**src/rtl/alu_issue.sv**
```systemverilog
// Decode-and-issue stage feeding the ALU: RV32I instruction -> AluOp/A/B/rd behind a 2-entry skid buffer.
// Optional build macro ALU_ISSUE_ILLEGAL_EN: flag undecodable instructions and issue them as zeroed no-ops.
module alu_issue #(
  parameter int n = 32
) (
  input  logic         clock,
  input  logic         reset,
  input  logic         in_valid,
  output logic         in_ready,
  input  logic [31:0]  instr,
  input  logic [n-1:0] pc,
  input  logic [n-1:0] rs1_data,
  input  logic [n-1:0] rs2_data,
  output logic         out_valid,
  input  logic         out_ready,
  output logic [3:0]   AluOp,
  output logic [n-1:0] A,
  output logic [n-1:0] B,
  output logic [4:0]   rd,
  output logic         illegal
);

  typedef enum logic [6:0] {
    OPC_OP     = 7'b0110011,
    OPC_OP_IMM = 7'b0010011,
    OPC_LUI    = 7'b0110111,
    OPC_AUIPC  = 7'b0010111,
    OPC_LOAD   = 7'b0000011,
    OPC_STORE  = 7'b0100011
  } opcode_e;

  typedef struct packed {
    logic [3:0]   aluop;
    logic [n-1:0] a;
    logic [n-1:0] b;
    logic [4:0]   rd;
    logic         illegal;
  } entry_t;

  entry_t dec, e0, e1;
  logic   e0_valid, e1_full, bad;

  logic [2:0] f3;
  logic [6:0] f7;
  logic       f7b5, f7_ok;
  assign f3    = instr[14:12];
  assign f7    = instr[31:25];
  assign f7b5  = instr[30];
  assign f7_ok = (f7 == 7'b0000000) || (f7 == 7'b0100000);

  // NOTE: every field of dec gets a default first so the decoder cannot infer latches.
  always_comb begin
    dec       = '0;
    dec.rd    = instr[11:7];
    dec.aluop = 4'b0000;
    bad       = 1'b0;
    case (instr[6:0])
      OPC_OP: begin
        dec.aluop = {f3, f7b5};
        dec.a     = rs1_data;
        dec.b     = rs2_data;
        bad       = !f7_ok || (f7b5 && (f3 != 3'b000) && (f3 != 3'b101));
      end
      OPC_OP_IMM: begin
        dec.a = rs1_data;
        if (f3 == 3'b001 || f3 == 3'b101) begin
          dec.aluop = {f3, f7b5};
          dec.b     = n'(instr[24:20]);
          bad       = !f7_ok;
        end else begin
          // ADDI with instr[30] set must stay ADD, never SUB
          dec.aluop = {f3, 1'b0};
          dec.b     = n'($signed(instr[31:20]));
        end
      end
      OPC_LUI: begin
        dec.a = '0;
        dec.b = n'($signed({instr[31:12], 12'b0}));
      end
      OPC_AUIPC: begin
        dec.a = pc;
        dec.b = n'($signed({instr[31:12], 12'b0}));
      end
      OPC_LOAD: begin
        dec.a = rs1_data;
        dec.b = n'($signed(instr[31:20]));
      end
      OPC_STORE: begin
        dec.a = rs1_data;
        dec.b = n'($signed({instr[31:25], instr[11:7]}));
      end
      default: begin
        dec.a = rs1_data;
        dec.b = rs2_data;
        bad   = 1'b1;
      end
    endcase
`ifdef ALU_ISSUE_ILLEGAL_EN
    if (bad) begin
      dec         = '0;
      dec.illegal = 1'b1;
    end
`endif
  end

`ifndef ALU_ISSUE_ILLEGAL_EN
  logic unused_bad;
  assign unused_bad = bad;
`endif

  logic in_xfer, out_xfer;
  assign in_ready = !e1_full;
  assign in_xfer  = in_valid && in_ready;
  assign out_xfer = e0_valid && out_ready;

  // NOTE: state uses non-blocking assignments; payload is reset too because the outputs must read 0 after reset.
  always_ff @(posedge clock) begin
    if (reset) begin
      e0       <= '0;
      e1       <= '0;
      e0_valid <= 1'b0;
      e1_full  <= 1'b0;
    end else if (e1_full) begin
      // in_ready is low, so only a drain of the skid entry can happen
      if (out_xfer) begin
        e0      <= e1;
        e1_full <= 1'b0;
      end
    end else if (in_xfer) begin
      if (!e0_valid || out_ready) begin
        e0       <= dec;
        e0_valid <= 1'b1;
      end else begin
        e1      <= dec;
        e1_full <= 1'b1;
      end
    end else if (out_xfer) begin
      e0_valid <= 1'b0;
    end
  end

  assign out_valid = e0_valid;
  assign AluOp     = e0.aluop;
  assign A         = e0.a;
  assign B         = e0.b;
  assign rd        = e0.rd;
  assign illegal   = e0.illegal;

endmodule

```
**config.mk**
```make
export PLATFORM = sky130hd
export DESIGN_NAME = alu_issue
export DESIGN_NICKNAME = d
export VERILOG_FILES = /design/src/rtl/alu_issue.sv
export SDC_FILE = /design/constraint.sdc
export NUM_CORES = 1
export LEC_CHECK = 0
export ABC_AREA = 1
export CELL_PAD_IN_SITES_DETAIL_PLACEMENT = 1
export CELL_PAD_IN_SITES_GLOBAL_PLACEMENT = 2
export CORE_MARGIN = 2
export CORE_UTILIZATION = 27
export CTS_CLUSTER_DIAMETER = 60
export DETAILED_ROUTE_END_ITERATION = 8
export GPL_TIMING_DRIVEN = 1
export PLACE_DENSITY = 0.89
export RECOVER_POWER = 25
export SYNTH_ARGS = -nofsm -noshare
export SYNTH_HDL_FRONTEND = slang
export SYNTH_SLANG_ARGS = --single-unit
export TNS_END_PERCENT = 30
```
**constraint.sdc**
```tcl
create_clock -name clock -period 2.4 [get_ports clock]
set_input_delay 0.48 -clock clock [delete_from_list [all_inputs] [get_ports clock]]
set_output_delay 0.48 -clock clock [all_outputs]
set_load 0.005 [all_outputs]
```
==> metrics.md, run 1 <==
| Metric | Value |
|---|---|
| Starting density of the core | 27.30% |
| Endpoint of the worst register-to-register path | A[28] |
| Area leader, netlist | dfxtp_1 |
| Ratio of cells with drive above 1 in the final layout | 6.276% |
| Sequential share of power | 41.3% |
| CTS root buf | clkbuf_16 |
| Xor-xnor portion of the synthesized cell area | 0% |
| Largest net degree at the start of global routing | 75 |
| Routed WL | 27.02 mm |
| First-pass GRT wire length | 43.08 mm |
| Critical Path End | e1[12] |
| ANT cells | 0 |
| Adder-Cell Fraction of Synth Area | 0% |
| CP startpoint | out_ready |
| Switching Fraction | 27.14% |
| Area Growth Syn to Fin | 41.09% |
| CP Max Fanout | 19 |
| Flop2flop setup slack | 0.54 ns |
| Antenna violations before repair | 1 |
| HP Class | in2reg |
| Final Util | 38.51% |
| GRT Total Usage | 19.52% |
| Most frequent cell after synthesis | nor2_1 |
| Placement row count | 59 |
| Sequential-to-total area share from yosys stat | 42.01% |
| Total Power | 6.581 mW |
| Post-synth top area share | 42.01% |
| Number of setup buffers added after CTS | 0 |
| Final min period | 2.016 ns |
| Max Buffers Root-to-Sink | 2 |
| Combinational Power Share | 17.3% |
| Register area | 0.002967 sq mm |
| Setup repair after global routing missed its margin | no |
| Tcrit/Tclk final | 83.98% |
| DR pass1 iterations | 5 |
| Routing usage on met2 | 31.55% |
| Io pins | 208 |
| Synth Warn # | 0 |
| Vias in the first global route | 7729 |
| Met3 usage | 3.823% |
| Die width | 165.6 microns |
| Clk pwr share | 41.4% |
| Drt initial violations | 277 |
| Die Area | 0.02743 sq mm |
| Synth Flop Type | dfxtp_1 |
| Final Cell Area | 0.009951 sq mm |
| Placed Cells | 1515 |
| Post-CTS Hold Buffers | 0 |
| CP Capture Type | register |
| R2r startpoint | e1_full |
| Complex-gate fraction of the synthesized area | 23.29% |
| Chip Height | 165.6 microns |
| Switching power total | 1.786 mW |
| Yosys cell types | 29 |
| Async S/R FF share, synth | 0% |
| Via count | 7626 |
| Clock Pin Slew Worst Setup and Hold Paths | 0.07 ns |
| CTS HTree Levels | 4 |
| Netlist Area Pre-Place | 0.007053 sq mm |
| Worst Reg-to-Reg Cells | 8 |
| Final hold violations | 0 |
| TNS Setup | 0 ns |
| Cell Pwr Density | 661.3 mW/mm^2 |
| CTS tree | built |
| Post-synthesis mux area share | 0% |
| Critical Path Start Type | input pin |
| P_int | 4.795 mW |
| Latest clock arrival within the worst-skew pair | 0.42 ns |
| Post-DRT Antenna Nets | 0 |
| Worst-margin pin slew | 0.9292 ns |
| Max VDD drop | 0.3674 mV |
| Synth top cells by count | nor2_1, dfxtp_1, a21oi_1 |
| RePlAce Congestion | 0.8220 |
| Largest family of logic cells by synthesized area | simple AND/OR/NAND/NOR gates |
| Synth area leaders | dfxtp_1, a21oi_1, nor2_1 |
| Simple-gate area share of the yosys netlist | 23.67% |
| Core area | 0.02584 sq mm |
| Critical path type | in2reg |
| Mapped Avg Cell Area | 6.834 sq um |
| M1 GR Usage | 27.16% |
| P_leak | 4.535 nW |
| Clock skew | 0.009311 ns |
| Avg Vias per Cell | 4.933 |
| Final setup vio count | 0 |
| Post-synth EDFFs | 0 |
| Num CTS Buffers | 17 |
| Setup WS post-layout | 0.3845 ns |
| FF+latch count, synth | 148 |
| Pins Over Slew Limit | 0 |
| GR peak layer | met2 |
| Wire per inst | 17.48 microns |
| Post-Place Worst Slack | 0.1755 ns |
| WHS | 0.4689 ns |
| Final #Nets | 1331 |
| Total gr overflow | 0 |
| Critical path arrival | 2.33 ns |
| Placement Cell Area | 0.009397 sq mm |
| Area of the multi-input gates | 0.003308 sq mm |
| Slew headroom | 38.05% |
| Max-cap violations | 0 |
| Worst EP required | 2.71 ns |
| FMAX | 0.4962 GHz |
| Post-route DRC | 0 |
| Post-CTS resize count | 0 |
| Fill cell count | 3264 |
| Sink Count | 148 |
| Non-Filler Instances | 1546 |
| DP Wirelength | 17.99 mm |
| Number of port buffers | 206 |
| Syn Nets | 1164 |
| Post-synthesis instance total | 1032 |
| Status | completed |
-- sequential cells by signal, summed over array words and instances, names as in the netlist --
| signal | count |
|---|---|
| A | 32 |
| AluOp | 4 |
| B | 32 |
| e1 | 73 |
| e1_full | 1 |
| out_valid | 1 |
| rd | 5 |
-- worst min-delay path by stage --
stage               startpoint     to  slack (ns)  cells after the start
floorplan                e1[1]  rd[0]        0.45                      2
global placement         e1[5]  rd[4]        0.46                      2
detailed placement       e1[2]  rd[1]        0.46                      2
CTS                      reset   A[4]        0.46                      4
global route             e1[2]  rd[1]        0.51                      2
finish                   reset   A[7]        0.47                      4
-- routing by layer --
metal	vias up	wire, microns	share of wire, %
met2	213	12420	46
met1	3665	13140	49
met5	-	12	0.044
met3	20	1171	4.3
li1	3726	-	-
met4	2	282	1.0
-- cell usage in the layout, fill, tap and decap left out, drive strengths merged, types with 22 or more instances in the layout --
| cell | synthesis | layout |
|---|---|---|
| nand2 | 129 | 129 |
| nand3 | 90 | 90 |
| dfxtp | 148 | 148 |
| a21oi | 138 | 138 |
| clkbuf | 23 | 24 |
| o21ai | 180 | 180 |
| nor2 | 156 | 156 |
| buf | 59 | 22 |
| clkdlybuf4s50 | 0 | 197 |
| inv | 94 | 97 |
-- final cells by class --
cell class	instances	share of cell area (%)
Multi-Input combinational cell	708	33.25
Sequential cell	148	29.81
Timing Repair Buffer	230	23.31
Clock buffer	21	4.640
Tap cell	335	4.212
Inverter	94	3.546
Clock inverter	10	1.232
-- critical path: stages --
cell and delay [ns]:
dlygate4sd3_1 0.55, nor2_1 0.14, inv_1 0.09, nor2_1 0.25, inv_2 0.26, clkbuf_2 0.28, o21ai_0 0.21, inv_1 0.06
-- power by group through the flow --
stage               combinational [mW]  clock, mW  sequential [mW]
global route                      1.27       2.88             2.74
global placement                  1.15          0             2.77
CTS                               1.17       2.79             2.72
floorplan                        0.503          0             2.76
detailed placement                1.16          0             2.77
finish                            1.14       2.72             2.72
-- logic make-up (layout without fill, tap and decap cells) --
kind of cell	Yosys count	in the layout
other	1	1
buffers and inverters	176	355
flip-flops	148	148
AO/OA/AOI/OAI	325	325
AND/OR/NAND/NOR	382	382
(Power assumes the default switching activity.)
==> run 2: changes to the inputs <==
- CORE_UTILIZATION: 27 -> 25
- PLACE_DENSITY: 0.89 -> 0.84
- clock period: 2.4 -> 2 ns (I/O delays scaled with it)
==> run 2 against run 1 <==
  * Combinational power grew 25%
  * Cell count rose by 4.2%
  * Via count fell by 0.52%
  * Core utilization fell by 1.7 points
  * Clock skew is 0.00099 ns higher
  * Sequential power rose by 20%
  * Total power up 19%
  * Cell area rose by 2.8%
  * Routed wire length is 3.4% higher
  * Register-to-register slack lost 0.36 ns
  * Global-route usage is 0.47 points lower
  * Largest cell class unchanged
  * Largest power group unchanged
==> metrics.md, run 2 (synthesis results as in run 1) <==
| Metric | Value |
|---|---|
| Status | completed |
| Hold_sp | reset |
| Final #Nets | 1350 |
| Commonest non-fill, non-tap cell in the layout | clkdlybuf4s50_1 |
| Setup repair after global routing missed its margin | no |
| HP Class | in2reg |
| Post-Place Worst Slack | -0.1722 ns |
| Max FFs per register | 73 |
| Placement Cell Area | 0.009668 sq mm |
| P_leak | 4.671 nW |
| Endpoint of the worst register-to-register path | e1[66] |
| First-pass GRT wire length | 43.51 mm |
| Drt initial violations | 308 |
| Avg Vias per Cell | 4.709 |
| Total gr overflow | 0 |
| Clock skew | 0.01030 ns |
| Top reg by flops | e1 |
| Critical Path Start Type | register |
| Slew headroom | 31.48% |
| Antenna violations before repair | 2 |
| Core area | 0.02778 sq mm |
| Worst EP required | 1.60 ns |
| Max-cap violations | 0 |
| CP Max Fanout | 15 |
| Vias in the first global route | 7708 |
| Die width | 172.0 microns |
| Most frequent cells in the layout | clkdlybuf4s50_1, nor2_1, dfxtp_1, a21oi_1, nand2_1 |
| Clock Pin Slew Worst Setup and Hold Paths | 0.07 ns |
| RePlAce Congestion | 0.8010 |
| Number of setup buffers added after CTS | 0 |
| Number of port buffers | 206 |
| Max Buffers Root-to-Sink | 2 |
| CTS tree | built |
| Setup WS post-layout | 0.08403 ns |
| R2r startpoint | e1_full |
| Worst Reg-to-Reg Cells | 7 |
| Final min period | 1.916 ns |
| Starting density of the core | 25.39% |
| Latest clock arrival within the worst-skew pair | 0.43 ns |
| Max VDD drop | 0.5067 mV |
| Cell Pwr Density | 767.6 mW/mm^2 |
| Largest stage delay, worst path | 0.55 ns |
| DP Wirelength | 19.03 mm |
| Final Cell Area | 0.01023 sq mm |
| TNS Setup | 0 ns |
| Largest net degree at the start of global routing | 75 |
| CP Capture Type | output pin |
| Tcrit/Tclk final | 95.80% |
| WHS | 0.4387 ns |
| GRT Total Usage | 19.05% |
| Final hold violations | 0 |
| Io pins | 208 |
| Pins Over Slew Limit | 0 |
| Min-Delay Endpoint | A[1] |
| Post-DRT Antenna Nets | 0 |
| Area Growth Syn to Fin | 45.10% |
| Ratio of cells with drive above 1 in the final layout | 8.123% |
| Sink Count | 148 |
| Wire per inst | 17.35 microns |
| Slowest cell on the critical path | clkdlybuf4s50_1 |
| Worst-margin pin slew | 1.028 ns |
| Num CTS Buffers | 17 |
| Hold Crit Depth | 4 |
| FMAX | 0.5219 GHz |
| Via count | 7586 |
| Critical path arrival | 1.52 ns |
| Die Area | 0.02957 sq mm |
| Routed WL | 27.95 mm |
| Crit-path cells | inv_4 > clkdlybuf4s50_1 |
| Post-route DRC | 0 |
| Chip Height | 172.0 microns |
| CTS HTree Levels | 4 |
| Final setup vio count | 0 |
| Critical path type | reg2out |
| Placement row count | 61 |
| CTS root buf | clkbuf_16 |
| Flop2flop setup slack | 0.18 ns |
| DR pass1 iterations | 5 |
run 2: area by class of cell:
| type | instances | area [sq um] |
|---|---|---|
| Fill cell | 3445 | 17550 |
| Sequential cell | 148 | 2963 |
| Tap cell | 378 | 473.0 |
| Inverter | 94 | 355.3 |
| Clock inverter | 12 | 121.4 |
| Clock buffer | 20 | 456.7 |
| Multi-Input combinational cell | 708 | 3313 |
| Timing Repair Buffer | 249 | 2546 |
| Antenna cell | 2 | 5.005 |
run 2: metrics by stage:
stage / utilization [%] / power (mW) / instances
2_1_floorplan: - / 3.914 / 1032
3_3_place_gp: 34.80 / 4.747 / 1577
3_5_place_dp: 34.80 / 4.774 / 1577
4_1_cts: 36.89 / 7.971 / 1609
5_1_grt: 36.82 / 8.236 / 1609
6_report: 36.84 / 7.855 / 1611
run 2: how the worst max path moves through the flow:
stage	cells past startpoint	end	from	slack, ns
after floorplan	8	e1[8]	instr[4]	0.65
after global placement	10	B[11]	instr[1]	-0.13
after global routing	2	in_ready	e1_full	0.04
final	2	in_ready	e1_full	0.08
after CTS	2	in_ready	e1_full	0.05
after detailed placement	10	B[13]	instr[1]	-0.17
run 2: metal layers:
metal	vias up	part of all wire [%]	global-route usage [%]	routed length [microns]
met1	3600	47	25.91	13220
met2	204	46	31.08	12830
met4	0	0.54	3.252	150
met5	-	0	0	0
met3	14	6.3	4.555	1758
li1	3768	-	-	-
run 2: what timing repair did:
item,4_1_cts,5_1_grt
hold buffers,0,0
gates resized for setup,1,0
endpoints found under the hold margin,0,0
endpoints found under the setup margin,1,0
run 2: critical path, delay by kind of cell, from the launching register on:
kind                   cells  cell delay, ns
buffers and inverters      2            0.76
DFF                        1            0.33
run 2: where the power goes:
group	switching (mW)	internal [mW]
logic	0.705	0.719
clock network	1.37	1.80
registers	0.107	3.15
==> run 3: changes to the inputs <==
- CAP_MARGIN: default -> 20
- clock period: 2 -> 1.8 ns (I/O delays scaled with it)
==> run 3 against run 2 <==
  * Cell area grew 1.3%
  * Worst hold slack lost 0.021 ns
  * Global-route usage about the same
  * Highest routed layer unchanged
==> metrics.md, run 3 (synthesis results as in run 1) <==
| Metric | Value |
|---|---|
| Status | completed |
| Num CTS Buffers | 17 |
| Post-CTS Hold Buffers | 0 |
| Clk pwr share | 42.6% |
| Clock Pin Slew Worst Setup and Hold Paths | 0.06 ns |
| Tcrit/Tclk final | 94.99% |
| Clock skew | 0.007171 ns |
| Combinational Power Share | 17.7% |
| Ratio of cells with drive above 1 in the final layout | 8.937% |
| Metal3 WL | 1.782 mm |
| Crit-path cells | clkdlybuf4s50_1 |
| Top reg by flops | e1 |
| Largest net degree at the start of global routing | 84 |
| Switching power total | 2.377 mW |
| DR pass1 iterations | 4 |
| Post-route DRC | 0 |
| Die width | 172.0 microns |
| Pins Over Slew Limit | 0 |
| Max-cap violations | 0 |
| Sink Count | 148 |
| Worst-margin pin slew | 1.009 ns |
| DP Wirelength | 19.28 mm |
| Switching Fraction | 26.11% |
| Slowest cell on the critical path | clkdlybuf4s50_1 |
| Worst Reg-to-Reg Cells | 3 |
| Number of setup buffers added after CTS | 0 |
| Commonest non-fill, non-tap cell in the layout | clkdlybuf4s50_1 |
| Max VDD drop | 0.4379 mV |
| CP top delay family | buffers and inverters |
| FMAX | 0.5848 GHz |
| Slew headroom | 32.73% |
| Critical Path Start Type | register |
| Sequential share of power | 39.8% |
| Top sig layer | met4 |
| CP Capture Type | output pin |
| Critical path arrival | 1.35 ns |
| Critical path type | reg2out |
| Avg Vias per Cell | 4.729 |
| WHS | 0.4174 ns |
| Core area | 0.02778 sq mm |
| P_leak | 4.709 nW |
| Drt initial violations | 345 |
| Critical Path Stages | 1 |
| Wire per inst | 17.34 microns |
| Placement row count | 61 |
| Met1 wire length | 13.28 mm |
| Setup repair after global routing missed its margin | no |
| Io pins | 208 |
| Routed WL | 28.10 mm |
| GRT Total Usage | 19.04% |
| Starting density of the core | 25.39% |
| CTS root buf | clkbuf_16 |
| Max Buffers Root-to-Sink | 2 |
| CTS tree | built |
| Final #Nets | 1362 |
| Fill cell count | 3453 |
| Largest stage delay, worst path | 0.60 ns |
| Latest clock arrival within the worst-skew pair | 0.43 ns |
| Number of port buffers | 206 |
| Vias in the first global route | 7819 |
| Area Growth Syn to Fin | 46.96% |
| Final min period | 1.710 ns |
| First-pass GRT wire length | 43.50 mm |
| Post-DRT Antenna Nets | 0 |
| Most frequent cells in the layout | clkdlybuf4s50_1, nor2_1, dfxtp_1, a21oi_1, nand2_1 |
| Met2 WL | 12.77 mm |
| Max FFs per register | 73 |
| Via count | 7665 |
| Final hold violations | 0 |
| Total Power | 9.104 mW |
| CP Max Fanout | 2 |
| P_int | 6.727 mW |
| Placement Cell Area | 0.009738 sq mm |
| Final setup vio count | 0 |
| Worst path bufs/invs | 1 |
| Antenna violations before repair | 1 |
| Chip Height | 172.0 microns |
| Hold Crit Depth | 3 |
| Die Area | 0.02957 sq mm |
| RePlAce Congestion | 0.7968 |
| Final Cell Area | 0.01036 sq mm |
| Total gr overflow | 0 |
| Worst EP required | 1.44 ns |
| HP Class | in2reg |
| Cell Pwr Density | 878.4 mW/mm^2 |
| CTS HTree Levels | 4 |
## run 3: through the flow
| step | TNS [ns] | worst slack (ns) | utilization [%] | instances |
|---|---|---|---|---|
| after floorplan | 0 | 0.4872 | - | 1032 |
| after global placement | -26.79 | -0.3432 | 35.05 | 1588 |
| after detailed placement | -30.57 | -0.3196 | 35.05 | 1588 |
| after CTS | 0 | 0.04939 | 37.33 | 1619 |
| after global routing | 0 | 0.01738 | 37.30 | 1620 |
| final | 0 | 0.09010 | 37.31 | 1621 |
## run 3: path summary, 6_finish.rpt
check / slack, ns / endpoint / start
setup reg to reg: 0.16 / B[18] / e1_full
hold reg to reg: 0.48 / rd[3] / e1[4]
setup / recovery: 0.09 / B[31] / B[31]
hold / removal: 0.42 / e1_full / reset
## run 3: routing by layer
metal  up-vias  GRT usage (%)
li1       3790              -
met2       226          31.29
met4         0          4.531
met5         -              0
met1      3629          25.68
met3        20          3.799
## run 3: area by class of cell
type	instances	area (sq um)	area share, %
clock buffers	20	457.9	4.418
inverters	94	352.8	3.404
repair buffers	260	2606	25.14
diodes	1	2.502	0.02414
clock inverters	11	175.2	1.690
multi-input cells	709	3331	32.13
flip-flops and latches	148	2967	28.62
well taps	378	473.0	4.563
## run 3: timing repair
action | in CTS | in global routing
endpoints found under the hold margin | 0 | 0
gates resized for setup | 1 | 1
setup endpoints to repair | 1 | 4
cloned | 0 | 1
## run 3: power by group through the flow
stage | registers, mW | clock network (mW) | logic (mW)
detailed placement | 3.69 | 0 | 1.63
CTS | 3.62 | 3.97 | 1.64
finish | 3.62 | 3.88 | 1.61
global route | 3.65 | 4.10 | 1.78
global placement | 3.69 | 0 | 1.61
floorplan | 3.68 | 0 | 0.671
